### config.mk
export PLATFORM = sky130hd
export DESIGN_NAME = multicycle_control
export DESIGN_NICKNAME = d
export VERILOG_FILES = /design/src/rtl/multicycle_control.sv
export SDC_FILE = /design/constraint.sdc
export NUM_CORES = 1
export LEC_CHECK = 0
export CORE_UTILIZATION = 40
export DETAILED_ROUTE_END_ITERATION = 7
export GPL_ROUTABILITY_DRIVEN = 0
export PLACE_DENSITY = 0.69
export SETUP_SLACK_MARGIN = 0.05
export SKIP_CTS_REPAIR_TIMING = 1
export SLEW_MARGIN = 10
export SYNTH_ARGS = -nofsm -noshare
export SYNTH_HDL_FRONTEND = slang
export SYNTH_SLANG_ARGS = --single-unit
### constraint.sdc
create_clock -name clk -period 2.3 [get_ports clk]
set_clock_uncertainty 0.15 [all_clocks]
set_input_delay 0.46 -clock clk [delete_from_list [all_inputs] [get_ports clk]]
set_output_delay 0.46 -clock clk [all_outputs]
set_load 0.1 [all_outputs]
### src/rtl/multicycle_control.sv
// rtl/multicycle_control.sv - main control FSM for the multicycle MIPS datapath
module multicycle_control #(
  parameter int COUNT_WIDTH = 32
) (
  input  logic                   clk,
  input  logic                   reset,
  input  logic [5:0]             opcode,
  input  logic                   jrEnable,
  input  logic                   memReady,
  output logic                   PCWrite,
  output logic                   PCWriteCond,
  output logic                   branchNe,
  output logic                   IorD,
  output logic                   MemRead,
  output logic                   MemWrite,
  output logic                   IRWrite,
  output logic                   MemtoReg,
  output logic                   RegDst,
  output logic                   RegWrite,
  output logic                   ALUSrcA,
  output logic [1:0]             ALUSrcB,
  output logic [1:0]             ALUOp,
  output logic [1:0]             PCSource,
  output logic                   illegalOp,
  output logic [3:0]             state,
  output logic [COUNT_WIDTH-1:0] instrCount
);

  localparam logic [5:0] OP_RTYPE = 6'b000000;
  localparam logic [5:0] OP_LW    = 6'b100011;
  localparam logic [5:0] OP_SW    = 6'b101011;
  localparam logic [5:0] OP_BEQ   = 6'b000100;
  localparam logic [5:0] OP_BNE   = 6'b000101;
  localparam logic [5:0] OP_ADDI  = 6'b001000;
  localparam logic [5:0] OP_J     = 6'b000010;

  typedef enum logic [3:0] {
    FETCH   = 4'd0,
    DECODE  = 4'd1,
    MEMADR  = 4'd2,
    MEMRD   = 4'd3,
    MEMWB   = 4'd4,
    MEMWR   = 4'd5,
    RTYPEEX = 4'd6,
    RTYPEWB = 4'd7,
    BRANCH  = 4'd8,
    ADDIEX  = 4'd9,
    ADDIWB  = 4'd10,
    JUMP    = 4'd11
  } state_t;

  state_t cur, nxt;
  logic   retire;

  assign state = cur;

  always_comb begin
    nxt         = FETCH;
    retire      = 1'b0;
    PCWrite     = 1'b0;
    PCWriteCond = 1'b0;
    branchNe    = 1'b0;
    IorD        = 1'b0;
    MemRead     = 1'b0;
    MemWrite    = 1'b0;
    IRWrite     = 1'b0;
    MemtoReg    = 1'b0;
    RegDst      = 1'b0;
    RegWrite    = 1'b0;
    ALUSrcA     = 1'b0;
    ALUSrcB     = 2'b00;
    ALUOp       = 2'b00;
    PCSource    = 2'b00;
    illegalOp   = 1'b0;
    case (cur)
      FETCH: begin
        MemRead = 1'b1;
        ALUSrcB = 2'b01;
        if (memReady) begin
          IRWrite = 1'b1;
          PCWrite = 1'b1;
          nxt     = DECODE;
        end else begin
          nxt = FETCH;
        end
      end
      DECODE: begin
        ALUSrcB = 2'b11;
        case (opcode)
          OP_RTYPE:      nxt = RTYPEEX;
          OP_LW, OP_SW:  nxt = MEMADR;
          OP_BEQ, OP_BNE: nxt = BRANCH;
          OP_ADDI:       nxt = ADDIEX;
          OP_J:          nxt = JUMP;
          default: begin
            illegalOp = 1'b1;
            nxt       = FETCH;
          end
        endcase
      end
      MEMADR: begin
        ALUSrcA = 1'b1;
        ALUSrcB = 2'b10;
        nxt     = (opcode == OP_SW) ? MEMWR : MEMRD;
      end
      MEMRD: begin
        MemRead = 1'b1;
        IorD    = 1'b1;
        nxt     = memReady ? MEMWB : MEMRD;
      end
      MEMWB: begin
        RegWrite = 1'b1;
        MemtoReg = 1'b1;
        retire   = 1'b1;
      end
      MEMWR: begin
        MemWrite = 1'b1;
        IorD     = 1'b1;
        retire   = memReady;
        nxt      = memReady ? FETCH : MEMWR;
      end
      RTYPEEX: begin
        ALUSrcA = 1'b1;
        ALUOp   = 2'b10;
        if (jrEnable) begin
          PCWrite  = 1'b1;
          PCSource = 2'b11;
          retire   = 1'b1;
        end else begin
          nxt = RTYPEWB;
        end
      end
      RTYPEWB: begin
        ALUOp    = 2'b10;
        RegWrite = 1'b1;
        RegDst   = 1'b1;
        retire   = 1'b1;
      end
      BRANCH: begin
        ALUSrcA     = 1'b1;
        ALUOp       = 2'b01;
        PCWriteCond = 1'b1;
        PCSource    = 2'b01;
        branchNe    = (opcode == OP_BNE);
        retire      = 1'b1;
      end
      ADDIEX: begin
        ALUSrcA = 1'b1;
        ALUSrcB = 2'b10;
        nxt     = ADDIWB;
      end
      ADDIWB: begin
        RegWrite = 1'b1;
        retire   = 1'b1;
      end
      JUMP: begin
        PCWrite  = 1'b1;
        PCSource = 2'b10;
        retire   = 1'b1;
      end
      default: nxt = FETCH;
    endcase
    // Reset blanks every control line in the same cycle, even mid-instruction.
    if (reset) begin
      PCWrite     = 1'b0;
      PCWriteCond = 1'b0;
      branchNe    = 1'b0;
      IorD        = 1'b0;
      MemRead     = 1'b0;
      MemWrite    = 1'b0;
      IRWrite     = 1'b0;
      MemtoReg    = 1'b0;
      RegDst      = 1'b0;
      RegWrite    = 1'b0;
      ALUSrcA     = 1'b0;
      ALUSrcB     = 2'b00;
      ALUOp       = 2'b00;
      PCSource    = 2'b00;
      illegalOp   = 1'b0;
    end
  end

  always_ff @(posedge clk) begin
    if (reset) begin
      cur        <= FETCH;
      instrCount <= '0;
    end else begin
      cur <= nxt;
      if (retire) begin
        instrCount <= instrCount + {{(COUNT_WIDTH-1){1'b0}}, 1'b1};
      end
    end
  end

endmodule

==> impl_metrics.xml, run 1 <==
<?xml version="1.0" encoding="UTF-8"?>
<metrics>
  <group name="setup_path">
    <metric name="largest_fanout_on_the_critical_path" unit="">11</metric>
    <metric name="endpoint_kind_of_the_worst_setup_timing_path" unit="">output port</metric>
    <metric name="worstSetupStartpointType" unit="">register</metric>
    <metric name="cp.required" unit="ps">1690</metric>
    <metric name="critical_path_arrival" unit="ps">1620</metric>
    <metric name="timing_worst_setup_path_type" unit="">reg -&gt; out</metric>
  </group>
  <group name="clock_network">
    <metric name="clk_transition_reported_paths" unit="ps">70</metric>
    <metric name="cts_made_buffers" unit="">5</metric>
    <metric name="clock_tree_from_tritoncts" unit="">done</metric>
    <metric name="htreeDepth" unit="">2</metric>
    <metric name="max_clock_buf_depth" unit="">2</metric>
    <metric name="cts_num_sinks" unit="">36</metric>
    <metric name="clkLatencyLatePin" unit="ps">290</metric>
    <metric name="cts_root_buffer" unit="">sky130_fd_sc_hd__clkbuf_8</metric>
  </group>
  <group name="drt">
    <metric name="average_vias_per_placed_instance" unit="">5.27</metric>
    <metric name="wl" unit="microns">6120</metric>
    <metric name="wire_per_inst" unit="microns">14.1</metric>
    <metric name="drtIter0Drc" unit="">73</metric>
    <metric name="drt_first_pass_iters" unit="">4</metric>
    <metric name="via_count" unit="">2292</metric>
    <metric name="route.detailed.drc" unit="">0</metric>
    <metric name="detail-route-antenna-nets" unit="">0</metric>
  </group>
  <group name="place">
    <metric name="dp.final_hpwl" unit="microns">4140</metric>
    <metric name="port_buffers" unit="">63</metric>
    <metric name="dpl_cell_area" unit="sq mm">0.00327</metric>
  </group>
  <group name="floorplanning">
    <metric name="horizontal_die_dimension" unit="microns">74.8</metric>
    <metric name="start_util" unit="">0.415</metric>
    <metric name="floorplan.die_area" unit="sq mm">0.00559</metric>
    <metric name="core-area" unit="sq mm">0.00511</metric>
    <metric name="chipHeight" unit="microns">74.8</metric>
    <metric name="boundaryPins" unit="">64</metric>
    <metric name="placement_rows" unit="">26</metric>
  </group>
  <group name="worst_hold_path">
    <metric name="holdCritPathClass" unit="">reg -&gt; reg</metric>
  </group>
  <group name="grt">
    <metric name="grt_pass1_wl" unit="microns">9470</metric>
    <metric name="globalRouteTotalUtil" unit="">0.217</metric>
    <metric name="grt_pass1_vias" unit="">2050</metric>
    <metric name="global_route_congestion_overflow_total" unit="">0</metric>
    <metric name="grt_max_degree" unit="">18</metric>
    <metric name="number_of_antenna_violations_at_the_first_check_in_global_routing" unit="">0</metric>
  </group>
  <group name="logic_synthesis">
    <metric name="synthesis_warnings" unit="">0</metric>
    <metric name="most_used_flip_flop_cell_after_synthesis" unit="">sky130_fd_sc_hd__dfxtp_1</metric>
    <metric name="post_syn_nets" unit="">277</metric>
    <metric name="synthDominantCellAreaShare" unit="">0.340</metric>
    <metric name="synth-seq-area-share" unit="">0.340</metric>
    <metric name="yosys_cell_types" unit="">48</metric>
    <metric name="ff_latch_count_synth" unit="">36</metric>
    <metric name="largest_family_of_logic_cells_by_synthesized_area" unit="">simple AND/OR/NAND/NOR gates</metric>
    <metric name="synth-edff-count" unit="">0</metric>
    <metric name="synth_simple_gate_area_share" unit="">0.374</metric>
    <metric name="adder_cell_share_of_the_synthesized_area" unit="">0.00591</metric>
    <metric name="synth_mux_area_frac" unit="">0.0154</metric>
    <metric name="synth_compound_area_frac" unit="">0.0804</metric>
    <metric name="netlist.top_cell.by_area" unit="">sky130_fd_sc_hd__dfxtp_1</metric>
    <metric name="netlist_top_cells_area" unit="">sky130_fd_sc_hd__dfxtp_1, sky130_fd_sc_hd__xnor2_1, sky130_fd_sc_hd__nor2_1, sky130_fd_sc_hd__xor2_1, sky130_fd_sc_hd__nand4_1</metric>
    <metric name="synthesis.instances" unit="">266</metric>
    <metric name="mappedNetlistArea" unit="sq mm">0.00212</metric>
    <metric name="synth-xor-area-share" unit="">0.128</metric>
    <metric name="syn-mean-instance-area" unit="sq um">7.96</metric>
    <metric name="synth-async-reset-ratio" unit="">0</metric>
  </group>
  <group name="power_and_ir_drop">
    <metric name="ir_worst_vdd" unit="uV">182</metric>
    <metric name="power.density_cell_area" unit="mW/mm^2">389</metric>
    <metric name="static_power_due_to_leakage" unit="nW">1.45</metric>
  </group>
  <group name="sta">
    <metric name="worstMarginPinSlew" unit="ps">516</metric>
    <metric name="final.hold.worst_slack" unit="ps">349</metric>
    <metric name="timing.final.crit_share" unit="">0.969</metric>
    <metric name="fin_crit" unit="ps">2230</metric>
    <metric name="final-setup-viol-count" unit="">0</metric>
    <metric name="slew-limit-headroom" unit="">0.651</metric>
    <metric name="timing.final.max_slew_violations" unit="">0</metric>
    <metric name="timing.final.hold_violations" unit="">0</metric>
    <metric name="rsz0062_at_grt" unit="">yes</metric>
    <metric name="max_clock_freq" unit="GHz">0.449</metric>
  </group>
  <group name="flow_run">
    <metric name="max_capacitance_violation_count" unit="">0</metric>
  </group>
  <group name="cells_and_area">
    <metric name="finish.net_count" unit="">375</metric>
    <metric name="multi_input_area" unit="sq mm">0.00150</metric>
    <metric name="area.sequential" unit="sq um">791</metric>
    <metric name="area_delta_synth_final" unit="%">70.4</metric>
    <metric name="layout.cell_area.non_filler" unit="sq mm">0.00361</metric>
    <metric name="layout-drive-gt1-share" unit="">0.488</metric>
    <metric name="antenna_cells" unit="">0</metric>
    <metric name="fillCellCount" unit="">403</metric>
  </group>
  <group name="status">
    <metric name="outcome" unit="">finished clean</metric>
  </group>
</metrics>
[report_power, final]
part	total, mW	internal [mW]	switching [mW]
Sequential	0.616	0.610	0.00551
Clock	0.570	0.339	0.231
Combinational	0.219	0.0838	0.135
Total	1.40	1.03	0.371
[cells in the mapped netlist, types with 2 or more instances]
library cell,count
sky130_fd_sc_hd__and4_1,3
sky130_fd_sc_hd__buf_2,4
sky130_fd_sc_hd__nand2_1,15
sky130_fd_sc_hd__nand4_1,16
sky130_fd_sc_hd__nor2b_1,5
sky130_fd_sc_hd__nor2_1,41
sky130_fd_sc_hd__nand3_1,9
sky130_fd_sc_hd__or2_2,3
sky130_fd_sc_hd__nand2b_1,3
sky130_fd_sc_hd__nor3_1,19
sky130_fd_sc_hd__clkbuf_1,6
sky130_fd_sc_hd__inv_1,8
sky130_fd_sc_hd__dfxtp_1,36
sky130_fd_sc_hd__xnor2_1,18
sky130_fd_sc_hd__o21ai_0,4
sky130_fd_sc_hd__nor4_1,11
sky130_fd_sc_hd__a21oi_1,8
sky130_fd_sc_hd__xor2_1,13
sky130_fd_sc_hd__or3_1,4
sky130_fd_sc_hd__a31oi_1,5
sky130_fd_sc_hd__mux2_2,2
sky130_fd_sc_hd__and3_1,7
[critical path: stages, from the launching register on]
cell and delay (ps):
sky130_fd_sc_hd__dfxtp_4 380, sky130_fd_sc_hd__buf_6 140, sky130_fd_sc_hd__nand2b_4 230, sky130_fd_sc_hd__nor4bb_4 360
sky130_fd_sc_hd__buf_12 220
[through the flow]
stage	utilization	total power [mW]	TNS, ps	setup WS [ps]	std cells
after floorplan	-	0.763	-3310	-836	266
after global placement	0.641	0.833	-503	-232	407
after detailed placement	0.641	0.835	-595	-243	407
after CTS	0.665	1.40	-643	-245	415
after global routing	0.706	1.45	0	10.7	435
final	0.706	1.40	0	72.3	435
[final cells by class]
type	instances	share of cell area
sequential	36	0.219
inverter	8	0.00902
tap	70	0.0243
multi-input combinational	207	0.415
clock buffer	8	0.0336
timing repair buffer	106	0.299
[worst paths after layout]
kind	startpoint	to	slack, ps	cells after the start
setup / recovery	state[1]	illegalOp	70	4
hold / removal	instrCount[1]	instrCount[1]	350	2
setup reg to reg	state[2]	instrCount[25]	190	8
hold reg to reg	instrCount[1]	instrCount[1]	350	2
[kinds of logic (layout without fill, tap and decap cells)]
family                   count (synthesis)  count (layout)
flip-flops                              36              36
adder cells (fa/ha/maj)                  1               1
AO/OA/AOI/OAI                           25              25
buffers and inverters                   23             122
XOR/XNOR                                31              31
AND/OR/NAND/NOR                        147             147
multiplexers                             3               3
[flip-flops by register name (all words and copies together) (netlist names)]
name	flops
instrCount	32
state	4
[placed cells by master, fill, tap and decap left out, types with 2 or more instances in the layout]
| cell type | netlist | final |
|---|---|---|
| sky130_fd_sc_hd__nor2_1 | 41 | 37 |
| sky130_fd_sc_hd__nand2b_1 | 3 | 2 |
| sky130_fd_sc_hd__buf_2 | 4 | 2 |
| sky130_fd_sc_hd__o21ai_0 | 4 | 4 |
| sky130_fd_sc_hd__nor3_1 | 19 | 14 |
| sky130_fd_sc_hd__dfxtp_4 | 0 | 13 |
| sky130_fd_sc_hd__nor3_4 | 0 | 4 |
| sky130_fd_sc_hd__xnor2_1 | 18 | 17 |
| sky130_fd_sc_hd__xor2_1 | 13 | 13 |
| sky130_fd_sc_hd__dfxtp_1 | 36 | 6 |
| sky130_fd_sc_hd__clkbuf_8 | 1 | 7 |
| sky130_fd_sc_hd__and4_1 | 3 | 3 |
| sky130_fd_sc_hd__nand2_1 | 15 | 12 |
| sky130_fd_sc_hd__and3_1 | 7 | 4 |
| sky130_fd_sc_hd__buf_4 | 1 | 73 |
| sky130_fd_sc_hd__nand3_1 | 9 | 8 |
| sky130_fd_sc_hd__nand2_4 | 0 | 2 |
| sky130_fd_sc_hd__nor4_4 | 0 | 3 |
| sky130_fd_sc_hd__nor2b_1 | 5 | 3 |
| sky130_fd_sc_hd__nand4_1 | 16 | 16 |
| sky130_fd_sc_hd__nor3_2 | 1 | 2 |
| sky130_fd_sc_hd__or3_1 | 4 | 4 |
| sky130_fd_sc_hd__dfxtp_2 | 0 | 17 |
| sky130_fd_sc_hd__nor2_4 | 0 | 4 |
| sky130_fd_sc_hd__mux2_2 | 2 | 2 |
| sky130_fd_sc_hd__a31oi_1 | 5 | 5 |
| sky130_fd_sc_hd__a21oi_1 | 8 | 7 |
| sky130_fd_sc_hd__or2_4 | 0 | 2 |
| sky130_fd_sc_hd__and3_2 | 0 | 2 |
| sky130_fd_sc_hd__nor4_1 | 11 | 7 |
| sky130_fd_sc_hd__inv_1 | 8 | 7 |
| sky130_fd_sc_hd__buf_6 | 1 | 2 |
| sky130_fd_sc_hd__buf_12 | 0 | 19 |
| sky130_fd_sc_hd__dlymetal6s2s_1 | 0 | 7 |
[routing by layer]
| layer | global-route usage | part of all wire | routed length [microns] |
|---|---|---|---|
| met1 | 0.278 | 0.45 | 2780 |
| met2 | 0.349 | 0.47 | 2900 |
| met3 | 0.0629 | 0.058 | 353 |
| met4 | 0.0734 | 0.014 | 87 |
| met5 | 0 | 0 | 0 |
(Power assumes the default switching activity.)
==> inputs of run 2 (changes only) <==
--- a/config.mk
+++ b/config.mk
@@ -5,10 +5,12 @@
 export SDC_FILE = /design/constraint.sdc
 export NUM_CORES = 1
 export LEC_CHECK = 0
-export CORE_UTILIZATION = 40
+export CELL_PAD_IN_SITES_DETAIL_PLACEMENT = 0
+export CELL_PAD_IN_SITES_GLOBAL_PLACEMENT = 2
+export CORE_UTILIZATION = 26
 export DETAILED_ROUTE_END_ITERATION = 7
 export GPL_ROUTABILITY_DRIVEN = 0
-export PLACE_DENSITY = 0.69
+export PLACE_DENSITY = 0.78
 export SETUP_SLACK_MARGIN = 0.05
 export SKIP_CTS_REPAIR_TIMING = 1
 export SLEW_MARGIN = 10
==> run 2 against run 1 <==
  * Worst setup slack gained 35 ps
  * Hold slack lost 2.8 ps
  * Utilization shrank 24 points
  * Critical path type unchanged
==> impl_metrics.xml, run 2 (synthesis results as in run 1) <==
<?xml version="1.0" encoding="UTF-8"?>
<metrics>
  <group name="status">
    <metric name="outcome" unit="">finished clean</metric>
  </group>
  <group name="floorplanning">
    <metric name="placement_rows" unit="">32</metric>
    <metric name="chipHeight" unit="microns">92.2</metric>
    <metric name="core-area" unit="sq mm">0.00781</metric>
    <metric name="floorplan.die_area" unit="sq mm">0.00851</metric>
    <metric name="boundaryPins" unit="">64</metric>
    <metric name="horizontal_die_dimension" unit="microns">92.2</metric>
    <metric name="start_util" unit="">0.271</metric>
  </group>
  <group name="cells_and_area">
    <metric name="multi_input_area" unit="sq mm">0.00151</metric>
    <metric name="area_delta_synth_final" unit="%">72.4</metric>
    <metric name="layout.cell_area.non_filler" unit="sq mm">0.00365</metric>
    <metric name="number_of_flip_flops_under_the_largest_register_name" unit="">32</metric>
    <metric name="fillCellCount" unit="">748</metric>
    <metric name="top_reg_by_flops" unit="">instrCount</metric>
    <metric name="layout-drive-gt1-share" unit="">0.486</metric>
    <metric name="finish.net_count" unit="">374</metric>
    <metric name="antenna_cells" unit="">0</metric>
    <metric name="final_common_cell" unit="">sky130_fd_sc_hd__buf_4</metric>
    <metric name="most_frequent_cells_in_the_layout" unit="">sky130_fd_sc_hd__buf_4, sky130_fd_sc_hd__nor2_1, sky130_fd_sc_hd__buf_12</metric>
    <metric name="area.sequential" unit="sq um">791</metric>
  </group>
  <group name="grt">
    <metric name="globalRouteTotalUtil" unit="">0.150</metric>
    <metric name="global_route_congestion_overflow_total" unit="">0</metric>
    <metric name="grt_max_degree" unit="">29</metric>
    <metric name="number_of_antenna_violations_at_the_first_check_in_global_routing" unit="">0</metric>
    <metric name="grt_use_met1" unit="">0.195</metric>
    <metric name="gr-max-usage-layer" unit="">met2</metric>
    <metric name="grt_pass1_wl" unit="microns">10400</metric>
    <metric name="grt_pass1_vias" unit="">2169</metric>
    <metric name="met3_usage" unit="">0.0357</metric>
    <metric name="grtUsageMet2" unit="">0.248</metric>
  </group>
  <group name="power_and_ir_drop">
    <metric name="static_power_due_to_leakage" unit="nW">1.45</metric>
    <metric name="ir_worst_vdd" unit="uV">198</metric>
    <metric name="power.density_cell_area" unit="mW/mm^2">357</metric>
  </group>
  <group name="drt">
    <metric name="detail-route-antenna-nets" unit="">0</metric>
    <metric name="drt_first_pass_iters" unit="">4</metric>
    <metric name="drtIter0Drc" unit="">65</metric>
    <metric name="average_vias_per_placed_instance" unit="">4.84</metric>
    <metric name="via_count" unit="">2254</metric>
    <metric name="wl" unit="microns">6300</metric>
    <metric name="route.detailed.drc" unit="">0</metric>
    <metric name="wire_per_inst" unit="microns">13.5</metric>
  </group>
  <group name="place">
    <metric name="dp.final_hpwl" unit="microns">4450</metric>
    <metric name="dpl_cell_area" unit="sq mm">0.00335</metric>
    <metric name="port_buffers" unit="">63</metric>
    <metric name="detailedPlace.worstSlack" unit="ps">-291</metric>
  </group>
  <group name="sta">
    <metric name="max_clock_freq" unit="GHz">0.456</metric>
    <metric name="rsz0062_at_grt" unit="">yes</metric>
    <metric name="timing.final.hold_violations" unit="">0</metric>
    <metric name="timing.final.max_slew_violations" unit="">0</metric>
    <metric name="fin_tns_setup" unit="ps">0</metric>
    <metric name="fin_crit" unit="ps">2190</metric>
    <metric name="slew-limit-headroom" unit="">0.682</metric>
    <metric name="final-setup-viol-count" unit="">0</metric>
    <metric name="final.setup.worst_slack" unit="ps">108</metric>
    <metric name="timing.final.crit_share" unit="">0.953</metric>
    <metric name="worstMarginPinSlew" unit="ps">470</metric>
  </group>
  <group name="clock_network">
    <metric name="max_clock_buf_depth" unit="">2</metric>
    <metric name="cts_made_buffers" unit="">5</metric>
    <metric name="clkLatencyLatePin" unit="ps">280</metric>
    <metric name="cts_root_buffer" unit="">sky130_fd_sc_hd__clkbuf_8</metric>
    <metric name="clk_transition_reported_paths" unit="ps">70</metric>
    <metric name="cts_num_sinks" unit="">36</metric>
    <metric name="htreeDepth" unit="">2</metric>
    <metric name="clock_tree_from_tritoncts" unit="">done</metric>
  </group>
  <group name="setup_path">
    <metric name="timing.rr.start" unit="">state[3]</metric>
    <metric name="endpoint_kind_of_the_worst_setup_timing_path" unit="">output port</metric>
    <metric name="largest_fanout_on_the_critical_path" unit="">8</metric>
    <metric name="worstSetupStartpointType" unit="">register</metric>
    <metric name="cp.required" unit="ps">1690</metric>
    <metric name="critical_path_arrival" unit="ps">1580</metric>
    <metric name="crit_end" unit="">IorD</metric>
    <metric name="launching_element_of_the_worst_setup_path" unit="">state[3]</metric>
    <metric name="worstReg2RegEnd" unit="">instrCount[11]</metric>
    <metric name="r2r_cells" unit="">7</metric>
    <metric name="timing_worst_setup_path_type" unit="">reg -&gt; out</metric>
    <metric name="setup.reg_to_reg.worst_slack" unit="ps">320</metric>
  </group>
  <group name="flow_run">
    <metric name="max_capacitance_violation_count" unit="">0</metric>
  </group>
  <group name="worst_hold_path">
    <metric name="holdCritPathClass" unit="">reg -&gt; reg</metric>
  </group>
</metrics>
## run 2: cell count changes in the layout (fill, tap and decap cells not counted), sizes merged
cell | before | now
dlymetal6s2s | 7 | 8
buf | 97 | 96
clkdlybuf4s50 | 1 | 0
## run 2: layout make-up
cell class | count | share of cell area
Clock buffer | 8 | 0.0247
Inverter | 8 | 0.00891
Multi-Input combinational cell | 207 | 0.415
Sequential cell | 36 | 0.217
Tap cell | 102 | 0.0350
Timing Repair Buffer | 105 | 0.300
## run 2: where the power goes
part           internal, mW  switching (mW)  leakage [nW]
clock network         0.244           0.214        0.0455
registers             0.610         0.00461         0.309
logic                0.0900           0.138          1.09
total                 0.945           0.357          1.45
## run 2: through the flow
stage                     hold WS, ps  cells   util  power [mW]
final                             346    466  0.467        1.30
after detailed placement          342    442  0.429       0.842
after CTS                         353    450  0.440        1.31
after global routing              381    466  0.467        1.37
after global placement            336    442  0.429       0.842
after floorplan                   502    266      -       0.763
## run 2: worst min-delay path by stage
stage                              from       endpoint  slack (ps)  cells after the start
after floorplan           instrCount[4]  instrCount[4]         500                      2
after global placement    instrCount[1]  instrCount[1]         340                      2
after detailed placement  instrCount[1]  instrCount[1]         340                      2
after CTS                 instrCount[1]  instrCount[1]         350                      2
after global routing      instrCount[1]  instrCount[1]         380                      2
final                     instrCount[1]  instrCount[1]         350                      2
## run 2: routing by layer
layer | wire length [microns] | vias up | part of all wire
li1 | - | 1140 | -
met2 | 2910 | 54 | 0.46
met1 | 2990 | 1054 | 0.47
met3 | 333 | 6 | 0.053
met4 | 71 | 0 | 0.011
met5 | 0 | - | 0
## run 2: worst max-delay path, cell delays in order (launching register included)
cell	delay (ps)
sky130_fd_sc_hd__dfxtp_4	380
sky130_fd_sc_hd__buf_2	170
sky130_fd_sc_hd__buf_4	150
sky130_fd_sc_hd__nand2b_1	190
sky130_fd_sc_hd__nor3_4	210
sky130_fd_sc_hd__buf_12	200
==> inputs of run 3 (changes only) <==
--- a/config.mk
+++ b/config.mk
@@ -5,8 +5,10 @@
 export SDC_FILE = /design/constraint.sdc
 export NUM_CORES = 1
 export LEC_CHECK = 0
+export CAP_MARGIN = 20
 export CELL_PAD_IN_SITES_DETAIL_PLACEMENT = 0
 export CELL_PAD_IN_SITES_GLOBAL_PLACEMENT = 2
+export CORE_MARGIN = 2
 export CORE_UTILIZATION = 26
 export DETAILED_ROUTE_END_ITERATION = 7
 export GPL_ROUTABILITY_DRIVEN = 0
==> run 3 against run 2 <==
  * First-iteration DRC count decreased by 25%
  * Die area grew 4.4%
  * Cell count decreased by 0.43%
  * Sequential power is essentially flat
  * Register-to-register slack lost 70 ps
  * Non-clock buffer count shrank 2
  * Combinational power is essentially flat
  * Flip-flop and latch count stayed put
  * Sequential share of layout area increased by 0.16 points
  * Power is 2.1% lower
  * Utilization down 0.35 points
  * Routed wire length fell by 2.5%
  * Largest power group unchanged
  * Highest routed layer unchanged
==> impl_metrics.xml, run 3 (synthesis results as in run 1) <==
<?xml version="1.0" encoding="UTF-8"?>
<metrics>
  <group name="status">
    <metric name="outcome" unit="">finished clean</metric>
  </group>
  <group name="power_and_ir_drop">
    <metric name="cellInternalPower" unit="mW">0.913</metric>
    <metric name="power.share.switching" unit="">0.283</metric>
    <metric name="static_power_due_to_leakage" unit="nW">1.43</metric>
    <metric name="ir_worst_vdd" unit="uV">218</metric>
    <metric name="share_seq_of_total_power" unit="">0.482</metric>
    <metric name="power_frac_comb" unit="">0.178</metric>
    <metric name="power_frac_clock" unit="">0.339</metric>
    <metric name="netsw" unit="mW">0.360</metric>
    <metric name="power.density_cell_area" unit="mW/mm^2">352</metric>
  </group>
  <group name="floorplanning">
    <metric name="start_util" unit="">0.271</metric>
    <metric name="boundaryPins" unit="">64</metric>
    <metric name="floorplan.die_area" unit="sq mm">0.00888</metric>
    <metric name="placement_rows" unit="">32</metric>
    <metric name="horizontal_die_dimension" unit="microns">94.2</metric>
    <metric name="chipHeight" unit="microns">94.2</metric>
    <metric name="core-area" unit="sq mm">0.00781</metric>
  </group>
  <group name="drt">
    <metric name="wire_per_inst" unit="microns">13.2</metric>
    <metric name="average_vias_per_placed_instance" unit="">4.80</metric>
    <metric name="via_count" unit="">2226</metric>
    <metric name="wl" unit="microns">6140</metric>
    <metric name="drtIter0Drc" unit="">49</metric>
    <metric name="route.detailed.drc" unit="">0</metric>
    <metric name="drt_first_pass_iters" unit="">4</metric>
    <metric name="detail-route-antenna-nets" unit="">0</metric>
  </group>
  <group name="cells_and_area">
    <metric name="final_cells" unit="">464</metric>
    <metric name="layout-drive-gt1-share" unit="">0.483</metric>
    <metric name="fillCellCount" unit="">764</metric>
    <metric name="number_of_flip_flops_under_the_largest_register_name" unit="">32</metric>
    <metric name="most_frequent_cells_in_the_layout" unit="">sky130_fd_sc_hd__buf_4, sky130_fd_sc_hd__nor2_1, sky130_fd_sc_hd__buf_12</metric>
    <metric name="top_reg_by_flops" unit="">instrCount</metric>
    <metric name="finish.net_count" unit="">372</metric>
    <metric name="area_delta_synth_final" unit="%">71.1</metric>
    <metric name="final_common_cell" unit="">sky130_fd_sc_hd__buf_4</metric>
    <metric name="layout.cell_area.non_filler" unit="sq mm">0.00362</metric>
    <metric name="antenna_cells" unit="">0</metric>
  </group>
  <group name="clock_network">
    <metric name="clkLatencyLatePin" unit="ps">280</metric>
    <metric name="htreeDepth" unit="">2</metric>
    <metric name="max_clock_buf_depth" unit="">2</metric>
    <metric name="cts_made_buffers" unit="">5</metric>
    <metric name="clock_tree_from_tritoncts" unit="">done</metric>
    <metric name="cts_root_buffer" unit="">sky130_fd_sc_hd__clkbuf_8</metric>
    <metric name="clk_transition_reported_paths" unit="ps">70</metric>
    <metric name="cts_num_sinks" unit="">36</metric>
  </group>
  <group name="place">
    <metric name="dpl_cell_area" unit="sq mm">0.00338</metric>
    <metric name="detailedPlace.worstSlack" unit="ps">-266</metric>
    <metric name="port_buffers" unit="">63</metric>
    <metric name="placed_cells" unit="">444</metric>
    <metric name="dp.final_hpwl" unit="microns">4470</metric>
  </group>
  <group name="flow_run">
    <metric name="max_capacitance_violation_count" unit="">0</metric>
  </group>
  <group name="setup_path">
    <metric name="critical_path_arrival" unit="ps">1650</metric>
    <metric name="largest_fanout_on_the_critical_path" unit="">5</metric>
    <metric name="timing_worst_setup_path_type" unit="">in -&gt; out</metric>
    <metric name="cp.required" unit="ps">1690</metric>
    <metric name="worstSetupStartpointType" unit="">primary input</metric>
    <metric name="endpoint_kind_of_the_worst_setup_timing_path" unit="">output port</metric>
  </group>
  <group name="sta">
    <metric name="final-setup-viol-count" unit="">0</metric>
    <metric name="final.setup.worst_slack" unit="ps">40.7</metric>
    <metric name="max_clock_freq" unit="GHz">0.443</metric>
    <metric name="slew-limit-headroom" unit="">0.735</metric>
    <metric name="worstMarginPinSlew" unit="ps">392</metric>
    <metric name="timing.final.hold_violations" unit="">0</metric>
    <metric name="timing.final.crit_share" unit="">0.982</metric>
    <metric name="timing.final.max_slew_violations" unit="">0</metric>
    <metric name="rsz0062_at_grt" unit="">yes</metric>
    <metric name="fin_crit" unit="ps">2260</metric>
    <metric name="fin_tns_setup" unit="ps">0</metric>
  </group>
  <group name="grt">
    <metric name="globalRouteTotalUtil" unit="">0.139</metric>
    <metric name="grt_max_degree" unit="">21</metric>
    <metric name="grt_pass1_vias" unit="">2039</metric>
    <metric name="grt_pass1_wl" unit="microns">9900</metric>
    <metric name="global_route_congestion_overflow_total" unit="">0</metric>
    <metric name="number_of_antenna_violations_at_the_first_check_in_global_routing" unit="">0</metric>
  </group>
  <group name="worst_hold_path">
    <metric name="holdCritPathClass" unit="">reg -&gt; reg</metric>
  </group>
</metrics>
==> run 3: final timing paths <==
kind / start / depth (start not counted) / to / slack, ps
worst max-delay path: memReady / 5 / PCWrite / 40
worst min-delay path: instrCount[1] / 2 / instrCount[1] / 360
worst max register to register: state[3] / 8 / instrCount[21] / 250
worst min register to register: instrCount[1] / 2 / instrCount[1] / 360
==> run 3: area by class of cell <==
cell class / count / area, sq um / share of cell area
repair buffers: 103 / 1080 / 0.299
inverters: 8 / 32.5 / 0.00898
flip-flops and latches: 36 / 791 / 0.218
well taps: 102 / 128 / 0.0352
clock buffers: 7 / 76.3 / 0.0211
multi-input cells: 207 / 1510 / 0.416
clock inverters: 1 / 5.00 / 0.00138
==> run 3: power groups by stage <==
stage	Clock [mW]	Sequential (mW)	Combinational (mW)
2_1_floorplan	0	0.640	0.124
3_5_place_dp	0	0.632	0.213
4_1_cts	0.456	0.618	0.214
3_3_place_gp	0	0.633	0.213
6_report	0.432	0.614	0.227
5_1_grt	0.480	0.614	0.239
==> run 3: stage by stage <==
stage	power, mW	hold slack, ps	utilization
2_1_floorplan	0.763	502	-
3_3_place_gp	0.846	337	0.432
3_5_place_dp	0.846	350	0.432
4_1_cts	1.29	362	0.443
5_1_grt	1.33	389	0.464
6_report	1.27	356	0.464
==> run 3: metal layers <==
| metal | track usage | part of all wire | vias to the layer above |
|---|---|---|---|
| li1 | - | - | 1140 |
| met1 | 0.188 | 0.47 | 1029 |
| met2 | 0.217 | 0.46 | 52 |
| met3 | 0.0409 | 0.058 | 5 |
| met4 | 0.0362 | 0.011 | 0 |
| met5 | 0 | 0 | - |
==> run 3: worst max-delay path, cell delays in order <==
cell,delay [ps]
sky130_fd_sc_hd__clkdlybuf4s50_1,420
sky130_fd_sc_hd__buf_4,170
sky130_fd_sc_hd__and3_2,190
sky130_fd_sc_hd__or2_4,240
sky130_fd_sc_hd__buf_12,160
